**src/rtl/wb_stage_if.sv**
```systemverilog
// MEM -> WB completed-instruction handshake.
// Master is the MEM stage, slave is wb_stage.
interface wb_stage_if #(
  parameter int DW = 32,
  parameter int AW = 5
);
  logic          in_valid;
  logic          in_ready;
  logic [AW-1:0] in_rd;
  logic          in_regwrite;
  logic          in_memtoreg;
  logic [DW-1:0] in_alu;
  logic [DW-1:0] in_mem;
  logic [1:0]    in_lsize;
  logic          in_lsign;
  logic [1:0]    in_addr_lo;

  modport master (
    output in_valid, in_rd, in_regwrite,
    output in_memtoreg, in_alu, in_mem,
    output in_lsize, in_lsign, in_addr_lo,
    input  in_ready
  );

  modport slave (
    input  in_valid, in_rd, in_regwrite,
    input  in_memtoreg, in_alu, in_mem,
    input  in_lsize, in_lsign, in_addr_lo,
    output in_ready
  );
endinterface

```
**src/rtl/wb_stage.sv**
```systemverilog
// Write-back stage: 2-entry (main + skid) buffer driving the regfile port.
// Optional WB_RETIRE_CNT_EN adds a 32-bit retire counter.
module wb_stage #(
  parameter int DW = 32,
  parameter int AW = 5
) (
  input  logic          clk,
  input  logic          rst_n,
  wb_stage_if.slave     m,
  input  logic          wb_hold,
  output logic          WE,
  output logic [AW-1:0] rW,
  output logic [DW-1:0] W,
  output logic          fwd_valid,
  output logic [AW-1:0] fwd_rd,
`ifdef WB_RETIRE_CNT_EN
  output logic [DW-1:0] fwd_data,
  output logic [31:0]   retire_cnt
`else
  output logic [DW-1:0] fwd_data
`endif
);

  typedef struct packed {
    logic          wr;
    logic [AW-1:0] rd;
    logic [DW-1:0] data;
  } ent_t;

  typedef enum logic [1:0] {
    EMPTY = 2'd0,
    ONE   = 2'd1,
    TWO   = 2'd2
  } st_t;

  st_t  st, st_n;
  ent_t main_q, skid_q, ent_in;
  logic acc, commit, main_v;
  logic ld_main, ld_skid, mv_skid;
  logic [15:0] h;
  logic [7:0]  b;
  logic [DW-1:0] d;

  assign main_v    = (st != EMPTY);
  assign m.in_ready = (st != TWO);
  assign acc       = m.in_valid & m.in_ready;
  assign commit    = main_v & ~wb_hold;

  // Load data is formatted at capture so the entry holds the final value.
  always_comb begin
    h = m.in_addr_lo[1] ? m.in_mem[31:16]
                        : m.in_mem[15:0];
    case (m.in_addr_lo)
      2'd0:    b = m.in_mem[7:0];
      2'd1:    b = m.in_mem[15:8];
      2'd2:    b = m.in_mem[23:16];
      default: b = m.in_mem[31:24];
    endcase
    d = m.in_mem;
    if (!m.in_memtoreg) begin
      d = m.in_alu;
    end else begin
      case (m.in_lsize)
        2'b01:
          d = {{(DW-16){m.in_lsign & h[15]}}, h};
        2'b10:
          d = {{(DW-8){m.in_lsign & b[7]}}, b};
        default:
          d = m.in_mem;
      endcase
    end
    ent_in.wr   = m.in_regwrite & (m.in_rd != '0);
    ent_in.rd   = m.in_rd;
    ent_in.data = d;
  end

  always_comb begin
    st_n    = st;
    ld_main = 1'b0;
    ld_skid = 1'b0;
    mv_skid = 1'b0;
    unique case (st)
      EMPTY: begin
        if (acc) begin
          st_n    = ONE;
          ld_main = 1'b1;
        end
      end
      ONE: begin
        if (commit && acc) begin
          ld_main = 1'b1;
        end else if (commit) begin
          st_n = EMPTY;
        end else if (acc) begin
          st_n    = TWO;
          ld_skid = 1'b1;
        end
      end
      TWO: begin
        if (commit) begin
          st_n    = ONE;
          mv_skid = 1'b1;
        end
      end
      default: st_n = EMPTY;
    endcase
  end

  always_ff @(posedge clk or negedge rst_n) begin
    if (!rst_n) begin
      st     <= EMPTY;
      main_q <= '0;
      skid_q <= '0;
    end else begin
      st <= st_n;
      if (ld_main)      main_q <= ent_in;
      else if (mv_skid) main_q <= skid_q;
      if (ld_skid)      skid_q <= ent_in;
    end
  end

  assign fwd_valid = main_v & main_q.wr;
  assign WE        = fwd_valid & ~wb_hold;
  assign rW        = main_q.rd;
  assign W         = main_q.data;
  assign fwd_rd    = main_q.rd;
  assign fwd_data  = main_q.data;

`ifdef WB_RETIRE_CNT_EN
  always_ff @(posedge clk or negedge rst_n) begin
    if (!rst_n)      retire_cnt <= '0;
    else if (commit) retire_cnt <= retire_cnt + 32'd1;
  end
`endif

endmodule

```
**src/flat_wrapper.sv**
```systemverilog
// flat-port wrapper written by rule: the top's interface ports become plain ports
module wb_stage_flat 
#(
  parameter int DW = 32,
  parameter int AW = 5
)
  (clk, rst_n, wb_hold, WE, rW, W, fwd_valid, fwd_rd, fwd_data, m_in_valid, m_in_rd, m_in_regwrite, m_in_memtoreg, m_in_alu, m_in_mem, m_in_lsize, m_in_lsign, m_in_addr_lo, m_in_ready);
  wb_stage_if #(.DW(DW), .AW(AW)) m_i ();
  input  logic clk;
  input  logic rst_n;
  input  logic wb_hold;
  output logic WE;
  output logic [AW-1:0] rW;
  output logic [DW-1:0] W;
  output logic fwd_valid;
  output logic [AW-1:0] fwd_rd;
  output logic [DW-1:0] fwd_data;
  input wire logic [$bits(m_i.in_valid)-1:0] m_in_valid;
  input wire logic [$bits(m_i.in_rd)-1:0] m_in_rd;
  input wire logic [$bits(m_i.in_regwrite)-1:0] m_in_regwrite;
  input wire logic [$bits(m_i.in_memtoreg)-1:0] m_in_memtoreg;
  input wire logic [$bits(m_i.in_alu)-1:0] m_in_alu;
  input wire logic [$bits(m_i.in_mem)-1:0] m_in_mem;
  input wire logic [$bits(m_i.in_lsize)-1:0] m_in_lsize;
  input wire logic [$bits(m_i.in_lsign)-1:0] m_in_lsign;
  input wire logic [$bits(m_i.in_addr_lo)-1:0] m_in_addr_lo;
  output wire logic [$bits(m_i.in_ready)-1:0] m_in_ready;
  assign m_i.in_valid = m_in_valid;
  assign m_i.in_rd = m_in_rd;
  assign m_i.in_regwrite = m_in_regwrite;
  assign m_i.in_memtoreg = m_in_memtoreg;
  assign m_i.in_alu = m_in_alu;
  assign m_i.in_mem = m_in_mem;
  assign m_i.in_lsize = m_in_lsize;
  assign m_i.in_lsign = m_in_lsign;
  assign m_i.in_addr_lo = m_in_addr_lo;
  assign m_in_ready = m_i.in_ready;
  wb_stage #(.DW(DW), .AW(AW)) u_core (.clk(clk), .rst_n(rst_n), .m(m_i), .wb_hold(wb_hold), .WE(WE), .rW(rW), .W(W), .fwd_valid(fwd_valid), .fwd_rd(fwd_rd), .fwd_data(fwd_data));
endmodule
```
**config.mk**
```make
export PLATFORM = sky130hd
export DESIGN_NAME = wb_stage_flat
export DESIGN_NICKNAME = d
export VERILOG_FILES = /design/src/rtl/wb_stage_if.sv /design/src/rtl/wb_stage.sv /design/src/flat_wrapper.sv
export SDC_FILE = /design/constraint.sdc
export NUM_CORES = 1
export LEC_CHECK = 0
export CORE_MARGIN = 2
export CORE_UTILIZATION = 30
export CTS_BUF_LIST = sky130_fd_sc_hd__clkbuf_16
export DETAILED_ROUTE_END_ITERATION = 10
export SYNTH_ARGS = -nofsm -noshare
export SYNTH_HDL_FRONTEND = slang
export SYNTH_SLANG_ARGS = --single-unit
```
**constraint.sdc**
```tcl
create_clock -name clk -period 2.3 [get_ports clk]
set_clock_uncertainty 0.1 [all_clocks]
set_input_delay 0.345 -clock clk [delete_from_list [all_inputs] [get_ports clk]]
set_output_delay 0.345 -clock clk [all_outputs]
set_load 0.05 [all_outputs]
```
==> results of run 1 <==
-- flip-flops by register name (all words and copies together), names as in the netlist --
name           flops
u_core.skid_q     38
u_core.main_q      1
u_core.st          2
u_core.fwd_rd      5
u_core.W          32
-- worst paths after layout --
path / start / to / cells past startpoint
worst min-delay path: u_core.skid_q[1] / u_core.skid_q[1] / 2
worst max register to register: u_core.st[1] / u_core.W[6] / 5
worst max-delay path: m_in_addr_lo[1] / u_core.W[8] / 6
worst min register to register: u_core.skid_q[1] / u_core.skid_q[1] / 2
min in group asynchronous: rst_n / u_core.skid_q[23] / 2
max in group asynchronous: rst_n / u_core.skid_q[36] / 3
-- cell usage in the layout (no fill, tap or decap), types with 16 or more instances in the layout --
| cell | instances |
|---|---|
| o21ai_0 | 47 |
| nand2_1 | 63 |
| nor2_1 | 29 |
| clkdlybuf4s50_1 | 151 |
| o31ai_1 | 19 |
| nand3_1 | 16 |
| a21oi_1 | 26 |
| dfrtp_1 | 78 |
| buf_4 | 26 |
| o22ai_1 | 18 |
-- critical path: stages --
cell and delay, ns:
clkdlybuf4s50_1 0.60, mux2i_4 0.34, o22ai_4 0.13, a21o_1 0.28, a211oi_1 0.43, o31ai_1 0.13
-- final cells by class --
class | instances | area, sq um
fill | 1532 | 9240
multi-input combinational | 335 | 2090
sequential | 78 | 1950
timing repair buffer | 185 | 1840
tap | 216 | 270
clock buffer | 9 | 225
clock inverter | 6 | 53.8
inverter | 11 | 41.3
-- report_power, final --
group          switching, uW  total, uW  internal [uW]
logic                   2670       4090           1420
clock network            550       1370            822
registers                389       2270           1890
-- through the flow --
step           setup WS [ns]  setup TNS, ns  std cells  utilization (%)
2_1_floorplan          0.112              0        533                -
3_3_place_gp          -0.121          -2.23        824             39.3
3_5_place_dp          -0.197          -4.86        824             39.3
4_1_cts                0.152              0        840             41.2
5_1_grt              0.00818              0        840             41.2
6_report               0.150              0        840             41.2
-- per-layer routing --
metal | up-vias | GRT usage [%] | routed length, um
li1 | 1999 | - | -
met1 | 2085 | 23.7 | 6500
met2 | 169 | 31.5 | 7550
met3 | 18 | 4.39 | 1110
met4 | 0 | 5.00 | 280
met5 | - | 0 | 0
-- repair_timing --
item	4_1_cts	5_1_grt
hold buffers	1	0
endpoints found under the hold margin	42	0
setup buffers	0	0
-- cell families after synthesis --
family | count (synthesis)
AOI/OAI and AO/OA | 185
and+or+nand+nor | 133
buffers and inverters | 120
DFF | 78
muxes | 15
adders and majority gates | 2
==> impl_metrics.env, run 1 <==
export IMPL_routedWlPerCell_um=18.4
export IMPL_grt_max_degree=72
export IMPL_synth_edf_count=0
export IMPL_post_dp_cell_area_sq_um=6180
export IMPL_overflow=0
export IMPL_clk_latency_ns=0.34
export IMPL_peakVddDrop_mv=0.593
export IMPL_track_usage_pct=18.5
export IMPL_drtIter0Drc=306
export IMPL_synthXorXnorAreaFrac_pct=0
export IMPL_finalCritPeriodShare_pct=93.5
export IMPL_status="completed"
export IMPL_initial_core_util_pct=30.5
export IMPL_cp_start_kind="primary input"
export IMPL_area_growth_pct=35.2
export IMPL_rows=46
export IMPL_cts_tree="yes"
export IMPL_final_max_slew_viol_count=0
export IMPL_ys_flop_type="dfrtp_1"
export IMPL_yosysSeqAreaShare_pct=40.8
export IMPL_die_y_um=130
export IMPL_root_buffer="clkbuf_16"
export IMPL_via_per_inst=5.08
export IMPL_maxSlewHeadroom_pct=60.2
export IMPL_cp_data_required_time_ns=2.41
export IMPL_rsz0062_at_grt="no"
export IMPL_r2r_slack_ns=0.36
export IMPL_gp_congestion=0.860
export IMPL_syn_inst=533
export IMPL_synth_compound_area_share_pct=26.8
export IMPL_cts_resized=0
export IMPL_top_level_ports=157
export IMPL_nets=702
export IMPL_ant_nets=0
export IMPL_ys_warn_count=0
export IMPL_diodes=0
export IMPL_worst_pin_slew_ns=0.597
export IMPL_synth_cell_types=42
export IMPL_fin_crit_ns=2.15
export IMPL_synthMuxAreaShare_pct=3.63
export IMPL_clock_fmax_mhz=465
export IMPL_drive_gt1_share_pct=13.5
export IMPL_synth_simple_area_share_pct=12.3
export IMPL_syn_nets=615
export IMPL_hold_worst_slack_ns=0.380
export IMPL_die_area_sq_um=17000
export IMPL_crit_arrival_ns=2.26
export IMPL_design_area_sq_um=6470
export IMPL_drcViolationCount=0
export IMPL_yosys_area_top_type="dfrtp_1"
export IMPL_vias=4271
export IMPL_synth_top_area_share_pct=40.8
export IMPL_dp_hpwl_mm=11.6
export IMPL_synthArstFlopShare_pct=100
export IMPL_antenna_found_initial=0
export IMPL_setup_viol=0
export IMPL_drt_pass1_iter_count=5
export IMPL_clock_sinks=78
export IMPL_core_area_sq_um=15700
export IMPL_syn_area_per_cell_sq_um=8.98
export IMPL_crit_path_end_kind="flop"
export IMPL_numCtsBuffers=9
export IMPL_leakagePower_uw=0.00259
export IMPL_port_buffers=156
export IMPL_synth_most_common_cell="dfrtp_1"
export IMPL_drv_cap=0
export IMPL_power_density_nw_per_um2=1200
export IMPL_finalHoldViolCount=0
export IMPL_hp_class="flop to flop"
export IMPL_totalPowerFinal_uw=7730
export IMPL_grt_pass1_vias=4405
export IMPL_synth_seq_cells=78
export IMPL_crit_type="primary input to flop"
export IMPL_htree_levels=3
export IMPL_syn_area_sq_um=4790
export IMPL_clk_pin_slew_ns=0.06
export IMPL_grt_pass1_wl_mm=24.0
export IMPL_clock_path_buffers=2
export IMPL_synth_common_cells="dfrtp_1 (78), buf_4 (74), nand2_1 (63), o21ai_0 (47), nor2_1 (30)"
export IMPL_yosys_top_cells_area="dfrtp_1 (41%), buf_4 (12%), nand2_1 (4.9%), o21ai_0 (4.9%), o31ai_1 (3.0%)"
export IMPL_wl_mm=15.4
export IMPL_synth_adder_area_share_pct=0.523
export IMPL_dieWidth_um=130
export IMPL_cp_max_fo=8
export IMPL_synth_top_family_by_area="compound AO/OA/AOI/OAI gates"
Note: power is estimated with default switching activity, not from simulation.
==> run 2, diff against run 1 <==
CELL_PAD_IN_SITES_DETAIL_PLACEMENT = 0   (was unset)
CELL_PAD_IN_SITES_GLOBAL_PLACEMENT = 1   (was unset)
PLACE_DENSITY_LB_ADDON = 0.1   (was unset)
==> run 2 against run 1 <==
Net effect: clock power up 16%; power up 2.9%; critical path type unchanged; utilization up 0.63 points; combinational power about the same; hold slack worse by 0.0059 ns; critical path depth unchanged; highest routed layer unchanged; via count down 1.5%; critical endpoint unchanged; sequential power about the same.
==> impl_metrics.env, run 2 (synthesis results as in run 1) <==
export IMPL_clock_sinks=78
export IMPL_vias=4205
export IMPL_p_comb_share_pct=51.7
export IMPL_design_area_sq_um=6570
export IMPL_die_area_sq_um=17000
export IMPL_hp_class="flop to flop"
export IMPL_grt_pass1_wl_mm=24.1
export IMPL_numCtsBuffers=9
export IMPL_path_depth=6
export IMPL_internal_power_uw=4370
export IMPL_dieWidth_um=130
export IMPL_met3_usage_pct=2.75
export IMPL_grt_util_met2_pct=31.0
export IMPL_drtIter0Drc=257
export IMPL_drcViolationCount=0
export IMPL_via_per_inst=4.98
export IMPL_root_buffer="clkbuf_16"
export IMPL_peakVddDrop_mv=0.514
export IMPL_fin_crit_ns=2.16
export IMPL_nets=707
export IMPL_clk_pin_slew_ns=0.05
export IMPL_p_sw_share_pct=45.1
export IMPL_clock_power_share_pct=20.0
export IMPL_dp_hpwl_mm=11.7
export IMPL_antenna_found_initial=0
export IMPL_maxSlewHeadroom_pct=62.5
export IMPL_cts_setup_buffers=0
export IMPL_final_common_cell="clkdlybuf4s50_1"
export IMPL_finalHoldViolCount=0
export IMPL_crit_type="primary input to flop"
export IMPL_wl_mm=15.7
export IMPL_cp_start_kind="primary input"
export IMPL_crit_path_end_kind="flop"
export IMPL_clock_path_buffers=2
export IMPL_rows=46
export IMPL_gp_congestion=0.835
export IMPL_slowest_stage="clkdlybuf4s50_1"
export IMPL_die_y_um=130
export IMPL_area_growth_pct=37.3
export IMPL_leakagePower_uw=0.00264
export IMPL_dp_cells=829
export IMPL_cpPeakStageDelay_ns=0.61
export IMPL_post_route_util_pct=41.8
export IMPL_final_max_slew_viol_count=0
export IMPL_drt_pass1_iter_count=4
export IMPL_clk_latency_ns=0.34
export IMPL_status="completed"
export IMPL_rsz0062_at_grt="yes"
export IMPL_crit_arrival_ns=2.27
export IMPL_instances_no_fill=845
export IMPL_track_usage_pct=19.0
export IMPL_largest_register_ffs=38
export IMPL_htree_levels=3
export IMPL_r2r_slack_ns=0.53
export IMPL_core_area_sq_um=15700
export IMPL_initial_core_util_pct=30.5
export IMPL_cts_resized=0
export IMPL_totalPowerFinal_uw=7960
export IMPL_path_buf_inv=1
export IMPL_crit_family="compound AO/OA/AOI/OAI gates"
export IMPL_overflow=0
export IMPL_net_switching_power_uw=3590
export IMPL_grt_pass1_vias=4127
export IMPL_top_level_ports=157
export IMPL_setup_viol=0
export IMPL_top_register="u_core.skid_q"
export IMPL_final_cell_mix="clkdlybuf4s50_1 (151), dfrtp_1 (78), nand2_1 (63), o21ai_0 (47), buf_4 (30)"
export IMPL_drive_gt1_share_pct=14.0
export IMPL_worst_pin_slew_ns=0.563
export IMPL_power_density_nw_per_um2=1210
export IMPL_grt_busiest_layer="met2"
export IMPL_cp_max_fo=8
export IMPL_cts_tree="yes"
export IMPL_use_met1_pct=26.2
export IMPL_routedWlPerCell_um=18.6
export IMPL_finalCritPeriodShare_pct=94.1
export IMPL_diodes=0
export IMPL_rr_worst_depth=5
export IMPL_post_dp_cell_area_sq_um=6230
export IMPL_clock_fmax_mhz=462
export IMPL_hold_depth=2
export IMPL_port_buffers=156
export IMPL_ant_nets=0
export IMPL_hold_worst_slack_ns=0.374
export IMPL_p_seq_share_pct=28.3
export IMPL_cp_data_required_time_ns=2.41
export IMPL_drv_cap=0
export IMPL_crit_chain="clkdlybuf4s50_1 > mux2i_4 > o22ai_4 > a21o_1 > a211oi_1 > o31ai_1"
export IMPL_grt_max_degree=72
## run 2: per-layer routing
metal	share of wire, %	vias to the layer above
met1	46	2046
met5	0	-
met4	1.2	0
met3	5.4	11
li1	-	2020
met2	47	128
## run 2: repair_timing
action	4_1_cts	5_1_grt
endpoints found under the hold margin	38	0
setup endpoints to repair	0	2
hold buffers	1	0
## run 2: power groups by stage
stage                     Clock (uW)  Combinational [uW]  Sequential (uW)
final                           1590                4110             2250
after global routing            1700                4350             2330
after CTS                       1650                4150             2260
after detailed placement           0                4140             2290
after global placement             0                4110             2250
after floorplan                    0                3390             2150
## run 2: path summary, 6_finish.rpt
kind / start / to
hold / removal: u_core.skid_q[14] / u_core.skid_q[14]
hold reg to reg: u_core.skid_q[14] / u_core.skid_q[14]
max in group asynchronous: rst_n / u_core.skid_q[29]
setup / recovery: m_in_addr_lo[1] / u_core.W[8]
setup reg to reg: u_core.st[0] / u_core.W[27]
min in group asynchronous: rst_n / u_core.skid_q[25]
## run 2: worst register-to-register path, stage by stage (launching register included)
cell	delay (ns)
dfrtp_1	0.62
a21oi_1	0.14
or2_2	0.41
buf_12	0.19
nand3_1	0.09
o211ai_1	0.09
## run 2: cell type report
type | count | area (sq um)
Tap cell | 216 | 270
Timing Repair Buffer | 190 | 1890
Multi-Input combinational cell | 335 | 2090
Clock inverter | 6 | 103
Inverter | 11 | 41.3
Clock buffer | 9 | 225
Sequential cell | 78 | 1950
Fill cell | 1550 | 9140
## run 2: per-stage QoR
stage               TNS [ns]  worst slack, ns
global placement       -2.89           -0.168
floorplan                  0            0.112
CTS                        0            0.142
detailed placement     -4.23           -0.212
global route        -0.00945         -0.00548
finish                     0            0.137
